<file path="src/rtl/keypad_pkg.sv">
// -----------------------------------------------------------------------------
// keypad_pkg
// Shared definitions for the 4x4 matrix keypad scanner.
//   kp_state_e  : scanner FSM state encoding
//   ROW_INIT    : row-drive ring value after reset (row 0 driven low)
//   COL_IDLE    : column value seen when no key is pressed (pull-ups)
//   low_index   : index of the lowest zero bit of a 4-bit active-low vector
//   rotate_row  : advance the active-low one-hot row ring to the next row
//   key_code    : row*4+col code of a key
// -----------------------------------------------------------------------------
package keypad_pkg;

  typedef enum logic [1:0] {
    ST_SCAN        = 2'd0,
    ST_DEB_PRESS   = 2'd1,
    ST_HELD        = 2'd2,
    ST_DEB_RELEASE = 2'd3
  } kp_state_e;

  localparam logic [3:0] ROW_INIT = 4'b1110;
  localparam logic [3:0] COL_IDLE = 4'b1111;

  // Lowest-index zero wins; an all-ones vector returns 0 (callers only use
  // the result when at least one bit is low).
  function automatic logic [1:0] low_index(input logic [3:0] v);
    logic [1:0] idx;
    idx = 2'd0;
    for (int i = 3; i >= 0; i--) begin
      if (!v[i]) begin
        idx = 2'(i);
      end
    end
    return idx;
  endfunction

  // 1110 -> 1101 -> 1011 -> 0111 -> 1110
  function automatic logic [3:0] rotate_row(input logic [3:0] fila);
    return {fila[2:0], fila[3]};
  endfunction

  function automatic logic [3:0] key_code(input logic [1:0] row, input logic [1:0] col);
    return {row, col};
  endfunction

endpackage : keypad_pkg

</file>
<file path="src/rtl/scan_tick_gen.sv">
// -----------------------------------------------------------------------------
// scan_tick_gen
// Free-running prescaler producing the keypad scan tick.
//   SCAN_DIV : clocks per tick; the counter runs 0..SCAN_DIV-1 and wraps
// Ports
//   i_clock  : system clock, rising edge
//   i_reset  : asynchronous active-low reset (counter returns to 0)
//   tick     : high for the single cycle in which the count is SCAN_DIV-1
// -----------------------------------------------------------------------------
module scan_tick_gen #(
  parameter int SCAN_DIV = 50000
) (
  input  logic i_clock,
  input  logic i_reset,
  output logic tick
);

  // A divider of 1 still needs a 1-bit counter; it simply ticks every cycle.
  localparam int CW = (SCAN_DIV > 1) ? $clog2(SCAN_DIV) : 1;
  localparam logic [CW-1:0] LAST = CW'(SCAN_DIV - 1);

  logic [CW-1:0] count_q;
  logic [CW-1:0] count_d;

  always_comb begin
    count_d = (count_q == LAST) ? '0 : count_q + CW'(1);
  end

  always_ff @(posedge i_clock or negedge i_reset) begin
    if (!i_reset) begin
      count_q <= '0;
    end else begin
      count_q <= count_d;
    end
  end

  assign tick = (count_q == LAST);

endmodule : scan_tick_gen

</file>
<file path="src/rtl/keypad_scanner.sv">
// -----------------------------------------------------------------------------
// keypad_scanner
// Scans a 4x4 active-low matrix keypad one row per tick, debounces a single
// key and reports it. No rollover: once a key is captured only its column is
// watched until it is released.
//   SCAN_DIV       : clocks per scan tick
//   DEBOUNCE_TICKS : consecutive stable ticks to accept a press or release
// Ports
//   i_clock      : system clock, rising edge
//   i_reset      : asynchronous active-low reset
//   i_Columna    : column lines, active-low, asynchronous to i_clock
//   o_Fila       : row drive, active-low one-hot
//   o_Tecla      : code (row*4+col) of the last accepted key
//   o_Valida     : one-cycle pulse when a press is accepted
//   o_Presionada : high while an accepted key is held (HELD / DEB_RELEASE)
// -----------------------------------------------------------------------------
module keypad_scanner
  import keypad_pkg::*;
#(
  parameter int SCAN_DIV       = 50000,
  parameter int DEBOUNCE_TICKS = 20
) (
  input  logic       i_clock,
  input  logic       i_reset,
  input  logic [3:0] i_Columna,
  output logic [3:0] o_Fila,
  output logic [3:0] o_Tecla,
  output logic       o_Valida,
  output logic       o_Presionada
);

  // Counter must be able to hold DEBOUNCE_TICKS itself.
  localparam int DW = (DEBOUNCE_TICKS > 1) ? $clog2(DEBOUNCE_TICKS + 1) : 1;
  localparam logic [DW-1:0] DEB_ONE  = DW'(1);
  localparam logic [DW-1:0] DEB_LAST = DW'(DEBOUNCE_TICKS);
  // With a single-tick debounce the first sighting already completes it.
  localparam bit DEB_IMMEDIATE = (DEBOUNCE_TICKS <= 1);

  // ---------------------------------------------------------------------------
  // Column synchronizer
  // ---------------------------------------------------------------------------
  logic [3:0] col_meta_q;
  logic [3:0] col_sync_q;

  always_ff @(posedge i_clock or negedge i_reset) begin
    if (!i_reset) begin
      col_meta_q <= COL_IDLE;
      col_sync_q <= COL_IDLE;
    end else begin
      col_meta_q <= i_Columna;
      col_sync_q <= col_meta_q;
    end
  end

  // ---------------------------------------------------------------------------
  // Scan tick
  // ---------------------------------------------------------------------------
  logic tick;

  scan_tick_gen #(
    .SCAN_DIV (SCAN_DIV)
  ) u_tick (
    .i_clock (i_clock),
    .i_reset (i_reset),
    .tick    (tick)
  );

  // ---------------------------------------------------------------------------
  // FSM and datapath registers
  // ---------------------------------------------------------------------------
  kp_state_e     state_q,   state_d;
  logic [3:0]    fila_q,    fila_d;
  logic [1:0]    row_idx_q, row_idx_d;
  logic [1:0]    col_idx_q, col_idx_d;
  logic [DW-1:0] deb_cnt_q, deb_cnt_d;
  logic [3:0]    tecla_q,   tecla_d;
  logic          valida_q,  valida_d;

  logic          captured_low;
  logic          any_low;
  logic [DW-1:0] deb_cnt_inc;

  assign captured_low = ~col_sync_q[col_idx_q];
  assign any_low      = (col_sync_q != COL_IDLE);
  assign deb_cnt_inc  = deb_cnt_q + DEB_ONE;

  // State register
  always_ff @(posedge i_clock or negedge i_reset) begin
    if (!i_reset) begin
      state_q   <= ST_SCAN;
      fila_q    <= ROW_INIT;
      row_idx_q <= 2'd0;
      col_idx_q <= 2'd0;
      deb_cnt_q <= '0;
      tecla_q   <= 4'd0;
      valida_q  <= 1'b0;
    end else begin
      state_q   <= state_d;
      fila_q    <= fila_d;
      row_idx_q <= row_idx_d;
      col_idx_q <= col_idx_d;
      deb_cnt_q <= deb_cnt_d;
      tecla_q   <= tecla_d;
      valida_q  <= valida_d;
    end
  end

  // Next-state logic; nothing moves except on tick cycles.
  always_comb begin
    state_d   = state_q;
    fila_d    = fila_q;
    row_idx_d = row_idx_q;
    col_idx_d = col_idx_q;
    deb_cnt_d = deb_cnt_q;
    tecla_d   = tecla_q;
    valida_d  = 1'b0;

    if (tick) begin
      unique case (state_q)
        ST_SCAN: begin
          if (any_low) begin
            // Row stays driven so the captured column keeps reading this key.
            row_idx_d = low_index(fila_q);
            col_idx_d = low_index(col_sync_q);
            if (DEB_IMMEDIATE) begin
              tecla_d   = key_code(low_index(fila_q), low_index(col_sync_q));
              valida_d  = 1'b1;
              deb_cnt_d = '0;
              state_d   = ST_HELD;
            end else begin
              deb_cnt_d = DEB_ONE;
              state_d   = ST_DEB_PRESS;
            end
          end else begin
            fila_d = rotate_row(fila_q);
          end
        end

        ST_DEB_PRESS: begin
          if (captured_low) begin
            if (deb_cnt_inc == DEB_LAST) begin
              tecla_d   = key_code(row_idx_q, col_idx_q);
              valida_d  = 1'b1;
              deb_cnt_d = '0;
              state_d   = ST_HELD;
            end else begin
              deb_cnt_d = deb_cnt_inc;
            end
          end else begin
            // Bounce: give up on this key and carry on scanning.
            deb_cnt_d = '0;
            fila_d    = rotate_row(fila_q);
            state_d   = ST_SCAN;
          end
        end

        ST_HELD: begin
          if (!captured_low) begin
            if (DEB_IMMEDIATE) begin
              deb_cnt_d = '0;
              fila_d    = rotate_row(fila_q);
              state_d   = ST_SCAN;
            end else begin
              deb_cnt_d = DEB_ONE;
              state_d   = ST_DEB_RELEASE;
            end
          end
        end

        ST_DEB_RELEASE: begin
          if (!captured_low) begin
            if (deb_cnt_inc == DEB_LAST) begin
              deb_cnt_d = '0;
              fila_d    = rotate_row(fila_q);
              state_d   = ST_SCAN;
            end else begin
              deb_cnt_d = deb_cnt_inc;
            end
          end else begin
            deb_cnt_d = '0;
            state_d   = ST_HELD;
          end
        end

        default: begin
          state_d   = ST_SCAN;
          deb_cnt_d = '0;
        end
      endcase
    end
  end

  // Outputs
  always_comb begin
    o_Fila       = fila_q;
    o_Tecla      = tecla_q;
    o_Valida     = valida_q;
    o_Presionada = (state_q == ST_HELD) || (state_q == ST_DEB_RELEASE);
  end

endmodule : keypad_scanner

</file>
<file path="config.mk">
export PLATFORM = sky130hd
export DESIGN_NAME = keypad_scanner
export DESIGN_NICKNAME = d
export VERILOG_FILES = /design/src/rtl/keypad_pkg.sv /design/src/rtl/scan_tick_gen.sv /design/src/rtl/keypad_scanner.sv
export SDC_FILE = /design/constraint.sdc
export NUM_CORES = 1
export LEC_CHECK = 0
export ABC_CLOCK_PERIOD_IN_PS = 4900
export CORE_UTILIZATION = 40
export DETAILED_ROUTE_END_ITERATION = 6
export DONT_BUFFER_PORTS = 1
export PLACE_DENSITY_LB_ADDON = 0.08
export SLEW_MARGIN = 20
export SYNTH_ARGS = -nofsm -noshare
export SYNTH_HDL_FRONTEND = slang
export SYNTH_SLANG_ARGS = --single-unit
</file>
<file path="constraint.sdc">
create_clock -name i_clock -period 4.9 [get_ports i_clock]
set_input_delay 0.49 -clock i_clock [delete_from_list [all_inputs] [get_ports i_clock]]
set_output_delay 0.49 -clock i_clock [all_outputs]
set_load 0.01 [all_outputs]
</file>
* After elaboration in Yosys (flattened, before gate mapping)
Index checks and enable logic that the tools add are counted.
** Operators by class
- Add/sub/neg operators :: 2
- Magnitude comparators :: 1
- Equality and inequality tests :: 14
- Muxes and demuxes :: 33
- Bitwise logic cells :: 1
- Reductions and logical operators :: 8
** Operators with widths (number)
- $mux 2 :: 14
- $mux 5 :: 5
- $pmux 5 s4 :: 1
- $add 16x1->16 const B :: 1
- $eq 16x16->1 const B :: 1
- $mux 16 :: 1
- $mux 4 :: 4
- $ne 2x2->1 const B :: 6
- $pmux 4 s3 :: 1
- $pmux 2 s4 :: 1
- $ne 3x3->1 const B :: 2
- $reduce_and 3->1 :: 2
- $reduce_and 6->1 :: 1
- $add 5x1->5 const B :: 1
- $eq 5x5->1 const B :: 1
- $mux 1 :: 5
- $reduce_and 5->1 :: 1
- $eq 2x2->1 const B :: 2
- $ne 4x4->1 const B :: 1
- $reduce_and 4->1 :: 1
- $lt 2x3->1 const B :: 1
- $reduce_bool 3->1 :: 1
- $bmux 1 s2 :: 1
- $eq 2x1->1 const B :: 1
- other kinds (3) :: 3
** Word-level totals
- Bits in registers :: 44
- Bits of input ports :: 6
- Output and inout bits :: 10
- Logic and storage cells :: 69

* Logic depth before layout (Yosys ltp)
Gate-level depths: netlist of the first run.
- Word-level depth :: 6
- Gate-level depth with buffers :: 7
- Mapped depth without buffers :: 6

* By module
Synthesis of the first run repeated with hierarchy kept, for this count alone.
** Second synthesis, totals
- Cell total of the unflattened synthesis :: 174
- Area, all modules :: 2077.0 um2
** Modules (own cells, without submodules)
- keypad_scanner :: instances 1, cells each 106, area an instance 1326.3 um2, seq. area each 714.4 um2
- scan_tick_gen :: instances 1, cells each 68, area an instance 750.7 um2, seq. area each 400.4 um2

* Worst setup path after synthesis of the first run
No wires, ideal clock.
- Path kind :: register to register
- Start point :: reg col_sync_q[1]
- End point :: reg deb_cnt_q[0]
- Library setup time :: 0.125 ns
- Data arrival time :: 1.662 ns
- Data required time :: 4.775 ns
- Setup slack :: 3.113 ns
- Cell stages (with the launch flop) :: 5
- Path buffers :: 0
- Clock period less this slack :: 1.787 ns
- Cells stage by stage :: dfstp_2 > mux4_2 > and2b_1 > nor3_4 > mux2_2
** On the way
- Word-level cells in the longest chain between the ends :: 4
- Elaborated cells between the ends (all ways) :: 9
- Those cells by class :: eq/ne: 3; mux: 5; reduce/logical: 1
** Ends and longest elaborated chain
- start, declared :: RTL line keypad_scanner.sv:43 : logic [3:0] col_sync_q;
- start signal, assigned :: RTL line keypad_scanner.sv:51 : col_sync_q <= col_meta_q;
- $bmux 1 s2 :: RTL line keypad_scanner.sv:83 : assign captured_low = ~col_sync_q[col_idx_q];
- $mux 1 (not written as such) :: RTL line keypad_scanner.sv:83
- $mux 5 (tied with other cells) :: RTL line keypad_scanner.sv:171 : if (!captured_low) begin
- $pmux 5 s4 / $reduce_and 3->1 (equally long branches)
- end signal, assigned :: RTL line keypad_scanner.sv:102 : deb_cnt_q <= deb_cnt_d;
- end, declared :: RTL line keypad_scanner.sv:75 : logic [DW-1:0] deb_cnt_q, deb_cnt_d;
Several ways; a longest one is shown, not always the timed one. The select of a mux whose other input is x is not followed.
A chain may end at the register's enable or synchronous reset.

* Worst setup path in the final report of the first run
- Start point :: reg deb_cnt_q[0]
- End point :: reg tecla_q[2] (netlist: o_Tecla[2])
** On the way
- Word-level cells in the longest chain between the ends :: 3
** Ends and longest elaborated chain
- $add 5x1->5 :: RTL line keypad_scanner.sv:85 : assign deb_cnt_inc = deb_cnt_q + DEB_ONE;
- $eq 5x5->1 :: RTL line keypad_scanner.sv:141 : if (deb_cnt_inc == DEB_LAST) begin
- $reduce_and 4->1 (no line)
- end signal, assigned :: RTL line keypad_scanner.sv:103 : tecla_q <= tecla_d;
- end, declared :: RTL line keypad_scanner.sv:76 : logic [3:0] tecla_q, tecla_d;
Every way passes these cells.

==> metrics, run 1 <==
run status=finished, final reports clean; Routed WL=~3800 µm; total half-perimeter wirelength after legalization and detailed placement=between 2000 and 3000 µm; Max Clock Freq=just over 0.4 GHz; clock tree sinks=44; setup repair after global routing missed its margin=no; routability cong.=between 0.7 and 0.8; Clock Path Buffers=2; Starting DRT DRC Count=24; Num CTS Buffers=5; clock root cell=clkbuf_8; die outline width=74.84 µm; number of library cell types mapped by synthesis=44; Max H-tree Level=2; Post-Route Setup TNS=0 ns; FP Rows=26; global-route wire length before repair=between 6000 and 7000 µm; Inserted Diodes=0; Sw Ratio=20.47%; total count of hold-check failures in the final report=0; initial antenna violation count=0; cells after synthesis=179; Syn Nets=about 190; logic depth of the worst register-to-register path=5; core occupancy in the finished layout=a little under half; worst clock skew=between 0.006 and 0.007 ns; via count of the first global-routing pass=1377; Post-synth EDFFs=0; nature of the critical path startpoint=flip-flop; Lkg Pwr=between 0.001 and 0.0015 µW; share of final-layout standard cells stronger than drive strength 1=roughly 25%; global-route usage over all layers=about 15%; Post-Synthesis Cell Area=2122 µm²; number of buffer cells added on primary ports=0; maximum number of pins on one net before global-route repair=34; net count reported at finish=196; num ports=16; number of nets still failing antenna checks after routing=0; worst-path fanout max=7; Die Footprint=5600 µm²; Routed wire per std cell=approximately 15 µm; Seq/Total Area, Yosys=a little over half; clock network fraction of total power=a little over two fifths; part of the total power dissipated in combinational logic=1.7%; Filler cells=about 500; starting density of the core=between 40% and 50%; Worst Hold Class=primary input to async pin; number of instances resized during post-cts repair=0; required time at the worst-slack endpoint=approximately 5 ns; Synth Flop Type=dfrtp_1; remaining global-route overflow=0; total via count after detailed routing=between 1000 and 1500; type of the worst setup path=flip-flop to flip-flop; library cell with the largest summed area after synthesis=dfrtp_1; router iterations before antenna repair=4; Worst R2R Setup Slack=2.42 ns; final worst path period share=between 50% and 60%; count of unresolved DRC violations after routing=0; Post-Synthesis Mean Instance Area=approximately 12 µm²; flop and latch count out of synthesis=44; worst vdd ir=153.0 µV; Area growth syn-to-layout=9.906%; core region area=around 5100 µm²; slew at the pin closest to its max-slew limit=around 1.1 ns; minimum period implied by the final worst setup slack=~2.5 ns; Warnings, synthesis=0; total internal power=526.3 µW; combined flip-flop and latch cell area=between 1000 and 1500 µm²; Reg power frac=a little under three fifths; CP arrival=2.67 ns; height of the die=74.84 µm; share of synthesized flip-flops with an asynchronous set or reset=100.0%; Relative slew margins=around 24%; max-cap violations=0; count of pins over their slew limit=0; CP Capture Type=flip-flop; CTS tree=done; number of vias per cell=5.361; later-pin clock latency in the skew report=around 0.30 ns; cell types occupying the most area after synthesis=dfrtp_1 (39%), dfstp_2 (14%), mux2_2 (7.4%); power per cell area=about 280 nW/µm²; clock transition at the registers of the reported paths=roughly 0.090 ns; switching power total=135.4 µW; final count of negative-setup-slack endpoints=0; multi-input combinational cell area=978.4 µm²; area fraction of the dominant cell type after synthesis=about 39%
-- Yosys cell counts, types with 3 or more instances --
cell type / count
ha_1: 6
nand2_1: 10
o21ai_0: 3
nand4_1: 7
xor2_1: 7
a21oi_1: 4
dfstp_2: 11
mux2_2: 14
nand2b_1: 4
and3_1: 5
nor2b_1: 4
dfrtp_1: 33
nor2_1: 16
nand3_1: 7
xnor2_1: 6
o2111ai_1: 3
inv_1: 4
-- flip-flops by register name (all words and copies together), names as in the netlist, named ones only --
register and cells:
o_Valida 1, o_Fila 4, o_Tecla 4, row_idx_q 2, col_idx_q 2, deb_cnt_q 5
col_sync_q 4, state_q 1, col_meta_q 4, u_tick.count_q 16
-- path summary, 6_finish.rpt --
kind | to | startpoint
max | o_Tecla[2] | deb_cnt_q[0]
min | deb_cnt_q[2] | i_reset
max reg2reg | o_Tecla[2] | deb_cnt_q[0]
min reg2reg | col_sync_q[2] | col_meta_q[2]
max in group asynchronous | u_tick.count_q[5] | i_reset
min in group i_clock | col_meta_q[2] | i_Columna[2]
-- layout by cell type (no fill, tap or decap), types with 2 or more instances in the layout --
cell / n
mux2_2: 14
nand2_1: 10
nor2_1: 16
clkbuf_8: 5
nor2b_1: 4
nand4_2: 2
a21oi_1: 4
o2111ai_1: 3
a2bb2oi_1: 2
and3_1: 5
and4bb_2: 2
nand4_1: 7
nand2b_1: 4
xor2_1: 7
dfstp_2: 11
ha_1: 6
and2_1: 2
nor3_1: 2
o21ai_0: 3
a21boi_0: 2
dfrtp_1: 33
or2_2: 2
inv_1: 4
nand3_1: 7
clkinv_4: 2
xnor2_1: 6
-- worst max-delay path: stages, from the launching register on --
cell	delay, ns
dfrtp_1	0.39
ha_1	0.22
nor4bb_1	0.90
nand2_1	0.15
nor3_2	0.33
mux2_2	0.38
-- stage by stage --
stage	setup slack (ns)	hold slack, ns	cell area (µm²)	power [µW]	instances
after floorplan	3.113	0.1944	2122	380.9	179
after global placement	2.503	0.1955	2196	382.2	246
after detailed placement	2.442	0.1957	2196	382.3	246
after CTS	2.403	0.01620	2332	673.8	255
after global routing	2.235	0.0003798	2332	690.4	255
final	2.420	0.01291	2332	661.8	255
-- layout make-up --
| type | instances | share of cell area (%) |
|---|---|---|
| timing repair buffer | 1 | 0.8584 |
| clock buffer | 5 | 2.951 |
| inverter | 4 | 0.6438 |
| multi-input combinational | 128 | 41.95 |
| clock inverter | 3 | 2.039 |
| sequential | 44 | 47.80 |
| tap | 70 | 3.755 |
-- per-layer routing --
metal | vias up | share of wire (%) | GRT usage (%)
met5 | - | 0 | 0
met4 | 0 | 1.0 | 5.660
met3 | 5 | 2.7 | 4.418
met2 | 18 | 47 | 23.82
met1 | 689 | 50 | 20.65
li1 | 655 | - | -
-- repair_timing --
item | 4_1_cts | 5_1_grt
buffers inserted | 0 | 0
hold endpoints to repair | 33 | 0
hold buffers | 1 | 0
-- power by group through the flow --
| stage | logic [µW] | registers, µW | clock network [µW] |
|---|---|---|---|
| CTS | 11.8 | 371 | 291 |
| global placement | 4.54 | 378 | 0 |
| detailed placement | 4.43 | 378 | 0 |
| finish | 11.2 | 371 | 280 |
| floorplan | 3.73 | 377 | 0 |
| global route | 12.8 | 371 | 306 |
-- cells by family after synthesis --
kind of cell    count (synthesis)  share of synthesized area, %
flops                          44                         52.54
fa+ha+maj                       6                         3.538
xor+xnor                       13                         5.366
compound gates                 20                         6.958
buf+inv                         7                         1.356
simple gates                   73                         20.70
mux                            16                         9.552
(Power assumes the default switching activity.)
==> run 2: changes to the inputs <==
--- a/config.mk
+++ b/config.mk
@@ -5,7 +5,7 @@
 export SDC_FILE = /design/constraint.sdc
 export NUM_CORES = 1
 export LEC_CHECK = 0
-export ABC_CLOCK_PERIOD_IN_PS = 4900
+export ABC_CLOCK_PERIOD_IN_PS = 2190
 export CORE_UTILIZATION = 40
 export DETAILED_ROUTE_END_ITERATION = 6
 export DONT_BUFFER_PORTS = 1
==> constraint.sdc (replaced) <==
create_clock -name i_clock -period 2.19 [get_ports i_clock]
set_input_delay 0.219 -clock i_clock [delete_from_list [all_inputs] [get_ports i_clock]]
set_output_delay 0.219 -clock i_clock [all_outputs]
set_load 0.01 [all_outputs]
==> run 2 against run 1 <==
Net effect: wire length is essentially flat; core utilization grew 1.4 points; clock-buffer cell count is the same; non-clock buffer count grew 7; critical path depth shrank 1.
==> metrics, run 2 (synthesis results as in run 1) <==
net count reported at finish=~200; total count of hold-check failures in the final report=0; remaining global-route overflow=0; Worst R2R Setup Slack=0.14 ns; Routed met1 length=1876 µm; Clock Path Buffers=2; CTS tree=done; FP Rows=26; initial antenna violation count=0; Sw Ratio=roughly a fifth; part of the total power dissipated in combinational logic=approximately 2.5%; Worst Hold Class=flip-flop to flip-flop; final count of negative-setup-slack endpoints=0; number of vias per cell=5.344; Die Footprint=between 5000 and 6000 µm²; Routed wire per std cell=~15 µm; fin worst setup slack=0.1358 ns; leading cell type in the layout, fill and taps excluded=dfrtp_1; commonest non-fill, non-tap cells in the layout=dfrtp_1 (33), nor2_1 (16), mux2_2 (14), dfstp_2 (11), nand2_1 (10); Reg2Reg Capture Point=o_Tecla[2]; Post-Route Setup TNS=0 ns; worst slack at placement=between 0.1 and 0.15 ns; clock transition at the registers of the reported paths=0.08 ns; share of final-layout standard cells stronger than drive strength 1=about 25%; setup repair after global routing missed its margin=no; number of instances resized during post-cts repair=0; Largest register FFs=16; run status=finished, final reports clean; top layer used by detailed routing=met4; minimum period implied by the final worst setup slack=2.054 ns; type of the worst setup path=flip-flop to flip-flop; Num CTS Buffers=5; number of buffer cells added on primary ports=0; crit path capture=o_Tecla[2]; CP arrival=roughly 2.2 ns; global-route usage over all layers=between 15 and 20%; Relative slew margins=76.02%; clock tree sinks=44; post-route non-filler standard cell count=around 260; num ports=16; Starting DRT DRC Count=77; met3 routed wirelength=83 µm; maximum number of pins on one net before global-route repair=45; worst vdd ir=between 400 and 500 µV; Routed WL=between 3000 and 4000 µm; global-route wire length before repair=about 6300 µm; Max H-tree Level=2; Max Clock Freq=around 0.49 GHz; total via count after detailed routing=between 1000 and 1500; later-pin clock latency in the skew report=0.30 ns; Inserted Diodes=0; CP Capture Type=flip-flop; worst reg2reg path startpoint=u_tick.count_q[11]; Lkg Pwr=~0.0011 µW; clock root cell=clkbuf_8; Reg with most FFs=u_tick.count_q; nature of the critical path startpoint=flip-flop; required time at the worst-slack endpoint=about 2.4 ns; total half-perimeter wirelength after legalization and detailed placement=between 2000 and 3000 µm; number of nets still failing antenna checks after routing=0; final worst path period share=between 90% and 100%; Reg power frac=a little under three fifths; Area growth syn-to-layout=13.27%; total internal power=1185 µW; worst-path fanout max=6; switching power total=316.7 µW; count of unresolved DRC violations after routing=0; max-cap violations=0; Fin Hold WS=about 0.36 ns; routability cong.=roughly 0.83; logic depth of the worst register-to-register path=4; count of pins over their slew limit=0; height of the die=74.84 µm; worst clock skew=approximately 0.0055 ns; startpoint of the most critical setup path=u_tick.count_q[11]; clock network fraction of total power=42.2%; slew at the pin closest to its max-slew limit=0.3577 ns; metal2 WL=1782 µm; cell total after placement=between 200 and 250; power per cell area=624.7 nW/µm²; starting density of the core=41.55%; die outline width=between 70 and 80 µm; core region area=5107 µm²; via count of the first global-routing pass=~1300; registers with the highest flip-flop counts=u_tick.count_q x16, deb_cnt_q x5; router iterations before antenna repair=4
-- run 2: cell types whose count changed in the layout (fill, tap and decap cells not counted) --
cell / previous run / this run
dlygate4sd3_1: 0 / 5
buf_4: 0 / 2
clkinv_4: 2 / 0
buf_12: 1 / 0
buf_16: 0 / 1
clkinvlp_4: 0 / 1
inv_6: 0 / 1
-- run 2: metal layers --
metal / track usage [%] / up-vias
met1: 20.72 / 714
met3: 4.016 / 6
met2: 22.82 / 13
li1: - / 667
met5: 0 / -
met4: 6.289 / 0
-- run 2: through the flow --
step / total power, µW / instance area (µm²) / util (%)
2_1_floorplan: 852.3 / 2122 / -
3_3_place_gp: 854.2 / 2211 / 43.29
3_5_place_dp: 855.3 / 2211 / 43.29
4_1_cts: 1527 / 2404 / 47.06
5_1_grt: 1563 / 2404 / 47.06
6_report: 1502 / 2404 / 47.06
-- run 2: critical path, stage by stage, from the launching register on --
cell,delay (ns)
dfrtp_1,0.47
nor4b_2,0.40
nand4_2,0.28
nor3_2,0.42
mux2_2,0.38
-- run 2: power groups by stage --
stage / sequential [µW] / clock, µW / combinational [µW]
global route: 831 / 689 / 42.8
finish: 830 / 634 / 37.7
floorplan: 844 / 0 / 8.35
detailed placement: 845 / 0 / 9.90
CTS: 830 / 657 / 39.6
global placement: 845 / 0 / 9.58
-- run 2: how the worst min path moves through the flow --
stage / from / end / cells after the start
floorplan: i_reset / async pin / 0
global placement: i_reset / u_tick.count_q[13] / 0
detailed placement: i_reset / deb_cnt_q[2] / 0
CTS: col_meta_q[3] / col_sync_q[3] / 0
global route: col_meta_q[3] / col_sync_q[3] / 0
finish: col_meta_q[3] / col_sync_q[3] / 0
-- run 2: cell type report --
class / instances / area [µm²]
fill: 489 / 2704
sequential: 44 / 1115
multi-input combinational: 128 / 978.4
timing repair buffer: 8 / 92.59
tap: 70 / 87.58
clock buffer: 5 / 68.82
clock inverter: 3 / 46.29
inverter: 4 / 15.01
-- run 2: repair_timing --
item	CTS	global route
hold buffers	6	0
buffers inserted	0	0
hold endpoints to repair	48	0
==> run 3: changes to the inputs <==
--- a/config.mk
+++ b/config.mk
@@ -9,7 +9,7 @@
 export CORE_UTILIZATION = 40
 export DETAILED_ROUTE_END_ITERATION = 6
 export DONT_BUFFER_PORTS = 1
-export PLACE_DENSITY_LB_ADDON = 0.08
+export PLACE_DENSITY = 0.57
 export SLEW_MARGIN = 20
 export SYNTH_ARGS = -nofsm -noshare
 export SYNTH_HDL_FRONTEND = slang
==> run 3 against run 2 <==
Net effect: wire length is 2.2% higher; setup slack improved by 0.11 ns; final area hardly changed; flip-flop and latch count stayed put; global-route usage rose by 0.26 points; power decreased by 0.73%; non-clock buffer count unchanged; largest power group unchanged.
==> metrics, run 3 (synthesis results as in run 1) <==
global-route wire length before repair=6403 µm; critical-path cell list=ha_1 -> and3_1 -> nand4_2 -> nor3_2 -> mux2_2; Num CTS Buffers=5; registers with the highest flip-flop counts=u_tick.count_q x16, deb_cnt_q x5; area of all placed cells without fillers=approximately 2400 µm²; share of final-layout standard cells stronger than drive strength 1=approximately a quarter; Post-CTS Hold Buffers=6; CP Capture Type=flip-flop; global-route usage over all layers=~15%; clock transition at the registers of the reported paths=around 0.090 ns; Reg with most FFs=u_tick.count_q; number of nets still failing antenna checks after routing=0; via count of the first global-routing pass=about 1400; FP Rows=26; maximum number of pins on one net before global-route repair=between 40 and 50; later-pin clock latency in the skew report=0.29 ns; Starting DRT DRC Count=between 40 and 50; cell type of the slowest stage on the worst timing path=nor3_2; Lkg Pwr=roughly 0.0011 µW; number of instances resized during post-cts repair=0; die outline width=74.84 µm; run status=finished, final reports clean; worst-path fanout max=5; power per cell area=~620 nW/µm²; clock tree sinks=between 40 and 50; routability cong.=0.7789; minimum period implied by the final worst setup slack=1.942 ns; cell total after placement=roughly 250; required time at the worst-slack endpoint=2.38 ns; Area growth syn-to-layout=13.33%; starting density of the core=between 40 and 50%; final count of negative-setup-slack endpoints=0; router iterations before antenna repair=4; final worst path period share=88.69%; Inserted Diodes=0; Max Clock Freq=0.5149 GHz; slew at the pin closest to its max-slew limit=0.3464 ns; total via count after detailed routing=1375; num ports=16; leading cell type in the layout, fill and taps excluded=dfrtp_1; count of pins over their slew limit=0; Relative slew margins=between 70% and 80%; commonest non-fill, non-tap cells in the layout=dfrtp_1 (33), nor2_1 (16), mux2_2 (14), dfstp_2 (11), nand2_1 (10); Largest register FFs=16; Clock Path Buffers=2; clock root cell=clkbuf_8; worst vdd ir=363.7 µV; Post-DP Area=roughly 2200 µm²; type of the worst setup path=flip-flop to flip-flop; net count reported at finish=between 200 and 250; Routed wire per std cell=14.82 µm; max-cap violations=0; total count of hold-check failures in the final report=0; CTS tree=done; setup repair after global routing missed its margin=no; total half-perimeter wirelength after legalization and detailed placement=2785 µm; Setup Buffers After CTS=0; worst clock skew=between 0.01 and 0.015 ns; Routed WL=slightly below 4000 µm; CP peak stage delay=0.39 ns; remaining global-route overflow=0; post-route non-filler standard cell count=roughly 260; Max H-tree Level=2; Die Footprint=around 5600 µm²; number of vias per cell=about 5.2; count of unresolved DRC violations after routing=0; nature of the critical path startpoint=flip-flop; height of the die=74.84 µm; CP arrival=between 2 and 2.5 ns; number of buffer cells added on primary ports=0; core region area=5107 µm²; Post-Route Setup TNS=0 ns; Worst Hold Class=flip-flop to flip-flop; initial antenna violation count=0
==> run 3: path summary, 6_finish.rpt <==
check	from	to	slack (ns)	depth (start not counted)
max reg2reg	u_tick.count_q[0]	o_Tecla[2]	0.25	5
min reg2reg	col_meta_q[2]	col_sync_q[2]	0.36	0
min in group asynchronous	i_reset	state_q[0]	0.42	2
max	u_tick.count_q[0]	o_Tecla[2]	0.25	5
max in group asynchronous	i_reset	col_meta_q[2]	1.50	2
min	col_meta_q[2]	col_sync_q[2]	0.36	0
==> run 3: layout make-up <==
cell class	count	area (µm²)
Fill cell	475	2703
Timing Repair Buffer	8	92.59
Clock inverter	3	47.55
Tap cell	70	87.58
Multi-Input combinational cell	128	978.4
Sequential cell	44	1115
Inverter	4	15.01
Clock buffer	5	68.82
==> run 3: worst max-delay path, delay by kind of cell, from the launching register on <==
kind                       cells  cell delay (ns)
DFF                            1             0.37
and+or+nand+nor                3             0.86
adders and majority gates      1             0.23
muxes                          1             0.38
==> run 3: per-layer routing <==
metal,up-vias,routed length [µm],track usage (%)
met2,17,1903,23.72
li1,668,-,-
met4,0,36,6.709
met3,4,76,3.213
met5,-,0,0
met1,686,1868,21.08
==> run 3: metrics by stage <==
| step | total power, µW | hold WS [ns] | setup WS, ns | util, % |
|---|---|---|---|---|
| after global placement | 854.1 | -0.07430 | 0.2609 | 43.29 |
| final | 1491 | 0.3588 | 0.2477 | 47.08 |
| after detailed placement | 855.0 | -0.07423 | 0.2394 | 43.29 |
| after CTS | 1519 | 0.3604 | 0.2168 | 47.08 |
| after floorplan | 852.3 | -0.07659 | 0.4034 | - |
| after global routing | 1547 | 0.3671 | 0.09631 | 47.08 |
==> run 3: where the power goes <==
group          internal [µW]  switching, µW
logic                   15.7           21.8
registers                826           4.07
clock network            343            280
total                   1180            306
==> patch 1: new RTL, settings of run 3 <==
`SCAN_DIV` is set to 50000 in 2 places; all go to 100000.
--- a/src/rtl/scan_tick_gen.sv
+++ b/src/rtl/scan_tick_gen.sv
@@ -8,7 +8,7 @@
 //   tick     : high for the single cycle in which the count is SCAN_DIV-1
 // -----------------------------------------------------------------------------
 module scan_tick_gen #(
-  parameter int SCAN_DIV = 50000
+  parameter int SCAN_DIV = 100000
 ) (
   input  logic i_clock,
   input  logic i_reset,
--- a/src/rtl/keypad_scanner.sv
+++ b/src/rtl/keypad_scanner.sv
@@ -17,7 +17,7 @@
 module keypad_scanner
   import keypad_pkg::*;
 #(
-  parameter int SCAN_DIV       = 50000,
+  parameter int SCAN_DIV       = 100000,
   parameter int DEBOUNCE_TICKS = 20
 ) (
   input  logic       i_clock,
Check against the original RTL: no difference found for any inputs over 10 cycles, from zero or initial values and one cycle with i_reset low; that may be too few to reach the edited logic, so the function may still have changed.
==> patch 1 against run 3 <==
- largest cell class unchanged
- routed wire length decreased by 7.6%
- clock power decreased by 17%
- via count decreased by 2.4%
- sequential cell count increased by 1
- die area decreased by 3.4%
- worst setup slack got worse by 90 ps
- power decreased by 5.8%
- non-clock buffer count increased by 2
- synthesized area decreased by 3.5%
- design area decreased by 3.6%
==> patch 1: results (changes against run 3) <==
Status: completed (unchanged)
Multiplexer area fraction after synthesis: 7.21% (was 9.55%)
Worst Path Arrival: 2220 ps (was 2130 ps)
Mapped Nets: 192 (was 191)
Slew at the pin closest to its max-slew limit: 557 ps (was 346 ps)
Switching Fraction: 22.7% (was 20.5%)
# fillers: 456 (was 475)
Leak pwr: 0.00101 uW (was 0.00106 uW)
First-pass GRT wire length: 6.29 mm (was 6.40 mm)
Number of global-route vias before repair: 1351 (was 1383)
Adder-cell share of the synthesized area: 3.67% (was 3.54%)
Post-synthesis sequential area ratio: 55.7% (was 52.5%)
Resize count post-CTS: 0 (unchanged)
Crit path max fanout: 7 (was 5)
Post-Route WL: 3.59 mm (was 3.88 mm)
Vias: 1342 (was 1375)
CP max stage delay: 620 ps (was 390 ps)
Largest net degree at the start of global routing: 46 (was 45)
Flop pwr share: 60.4% (was 55.7%)
# nets final: 207 (was 203)
Final weighted congestion in routability-driven placement: 0.839 (was 0.779)
Area contributors post-synth: dfrtp_1 (42%), dfstp_2 (14%), mux2_2 (4.9%) (was dfrtp_1 (39%), dfstp_2 (14%), mux2_2 (7.4%))
1st-iter DRT viols: 100 (was 48)
VDD IR max: 0.470 mV (was 0.364 mV)
M1 WL: 1.73 mm (was 1.87 mm)
Regs by FF count: u_tick.count_q: 17 flops, deb_cnt_q: 5 flops (was u_tick.count_q: 16 flops, deb_cnt_q: 5 flops)
Synth cell count leaders: dfrtp_1 (34), nand2_1 (21), nor2_1 (13) (was dfrtp_1 (33), nor2_1 (16), mux2_2 (14))
Clock skew: 11.7 ps (was 10.4 ps)
DP Wirelength: 2.54 mm (was 2.78 mm)
Share of layout cells above drive strength 1: 21.4% (was 25.0%)
Max stage delay cell, worst path: mux4_2 (was nor3_2)
WL met3: 106 um (was 76 um)
Distinct cells, synth: 38 (was 44)
CP top delay family: multiplexers (was simple AND/OR/NAND/NOR gates)
Synth Area in Compound Gates: 6.72% (was 6.96%)
Total GRT Usage: 15.7% (was 15.4%)
-- patch 1: worst paths after layout --
check | from | to | slack (ps) | depth (start not counted)
worst max-delay path | col_idx_q[0] | o_Fila[0] | 160 | 3
min in group asynchronous | i_reset | o_Valida | 410 | 2
worst min-delay path | col_meta_q[2] | col_sync_q[2] | 360 | 0
worst min register to register | col_meta_q[2] | col_sync_q[2] | 360 | 0
worst max register to register | col_idx_q[0] | o_Fila[0] | 160 | 3
max in group asynchronous | i_reset | o_Fila[1] | 1500 | 2
-- patch 1: logic make-up (layout without fill, tap and decap cells) --
group,count (synthesis),after routing
adder cells (fa/ha/maj),6,6
AND/OR/NAND/NOR,70,70
flip-flops,45,45
buffers and inverters,11,27
multiplexers,12,12
AO/OA/AOI/OAI,21,21
XOR/XNOR,15,15
-- patch 1: final cells by class --
class / instances / share of cell area, %
clock buffers: 5 / 2.97
clock inverters: 3 / 0.863
inverters: 9 / 1.46
multi-input cells: 124 / 37.3
flip-flops and latches: 45 / 49.2
well taps: 67 / 3.62
repair buffers: 10 / 4.64
-- patch 1: per-stage QoR --
step / total power, uW / worst slack (ps) / cells / hold slack (ps) / instance area (um^2)
6_report: 1400 / 158 / 263 / 358 / 2320
3_3_place_gp: 872 / 208 / 249 / -74.5 / 2150
5_1_grt: 1470 / 39.0 / 263 / 364 / 2320
3_5_place_dp: 873 / 182 / 249 / -74.3 / 2150
4_1_cts: 1420 / 157 / 263 / 360 / 2320
2_1_floorplan: 870 / 309 / 180 / -76.6 / 2050
-- patch 1: layer usage --
| layer | GRT usage (%) | vias to the layer above |
|---|---|---|
| li1 | - | 659 |
| met5 | 0 | - |
| met3 | 4.66 | 5 |
| met4 | 6.62 | 0 |
| met1 | 20.6 | 656 |
| met2 | 24.3 | 22 |
==> patch 2: new RTL, settings of run 3 <==
Without the edit above. Re-encode `kp_state_e` (4 states) as Gray code, 2 bits wide.
--- a/src/rtl/keypad_pkg.sv
+++ b/src/rtl/keypad_pkg.sv
@@ -11,10 +11,10 @@
 package keypad_pkg;
 
   typedef enum logic [1:0] {
-    ST_SCAN        = 2'd0,
-    ST_DEB_PRESS   = 2'd1,
-    ST_HELD        = 2'd2,
-    ST_DEB_RELEASE = 2'd3
+    ST_SCAN        = 2'b00,
+    ST_DEB_PRESS   = 2'b01,
+    ST_HELD        = 2'b11,
+    ST_DEB_RELEASE = 2'b10
   } kp_state_e;
 
   localparam logic [3:0] ROW_INIT = 4'b1110;
Function: same outputs for any inputs over 10 cycles, from zero or initial values and one cycle with i_reset low; not proved beyond that.
==> patch 2 against run 3 <==
- power down 8.2%
- worst setup slack worse by 140 ps
- synthesized area down 3.3%
- synthesized cell count up 4.5%
- design area down 1.9%
- routed wire length down 4.0%
- clock skew down 4.7 ps
- sequential cell count unchanged
- highest routed layer unchanged
- largest power group unchanged
==> patch 2: results (changes against run 3) <==
Status: completed (unchanged)
Clk tree area frac: 3.76% (was 4.84%)
WL met2: 1.85 mm (was 1.90 mm)
Distinct cells, synth: 35 (was 44)
Invs w/o clock: 11 (was 4)
Data buffer area share: 5.51% (was 3.85%)
Max stage delay cell, worst path: or4b_4 (was nor3_2)
First-pass GRT wire length: 6.56 mm (was 6.40 mm)
Wire per inst: 13.7 um (was 14.8 um)
VDD IR max: 0.478 mV (was 0.364 mV)
Routed vias/inst: 5.23 (was 5.25)
Power Sequential: 831 uW (was 830 uW)
WHS Endpoint: col_sync_q[3] (was col_sync_q[2])
CP max stage delay: 550 ps (was 390 ps)
# nets final: 217 (was 203)
DP Wirelength: 2.72 mm (was 2.78 mm)
Area after DPL: 2180 um^2 (was 2210 um^2)
Clk pwr share: 36.6% (was 41.8%)
Mapped Nets: 199 (was 191)
Total GRT Usage: 16.2% (was 15.4%)
Post-synthesis sequential area ratio: 54.3% (was 52.5%)
Multi-input gate count: 130 (was 128)
Footprint of the multi-input gates: 901 um^2 (was 978 um^2)
Crit path max fanout: 4 (was 5)
# fillers: 456 (was 475)
==> patch 2: changes by cell type after synthesis, moves of 4 or more <==
cell,change
nand2_1,+10
mux2_2,-4
nand3_1,+9
inv_1,+7
nand4_1,-4
mux2i_1,+4
o21ai_0,+7
==> patch 2: kinds of logic (layout without fill, tap and decap cells) <==
kind of cell	after synthesis	after routing	share of synthesized area (%)
adder cells (fa/ha/maj)	6	6	3.66
buffers and inverters	13	32	2.38
AND/OR/NAND/NOR	76	76	20.0
flip-flops	44	44	54.3
XOR/XNOR	13	13	5.55
AO/OA/AOI/OAI	20	20	5.55
multiplexers	15	15	8.54
==> patch 2: through the flow <==
step | worst slack, ps | utilization (%) | hold slack [ps]
2_1_floorplan | 105 | - | -76.6
3_3_place_gp | 91.4 | 45.3 | -74.9
3_5_place_dp | 78.3 | 45.3 | -74.5
4_1_cts | 32.2 | 48.7 | 362
5_1_grt | 13.4 | 49.0 | 364
6_report | 103 | 49.0 | 359
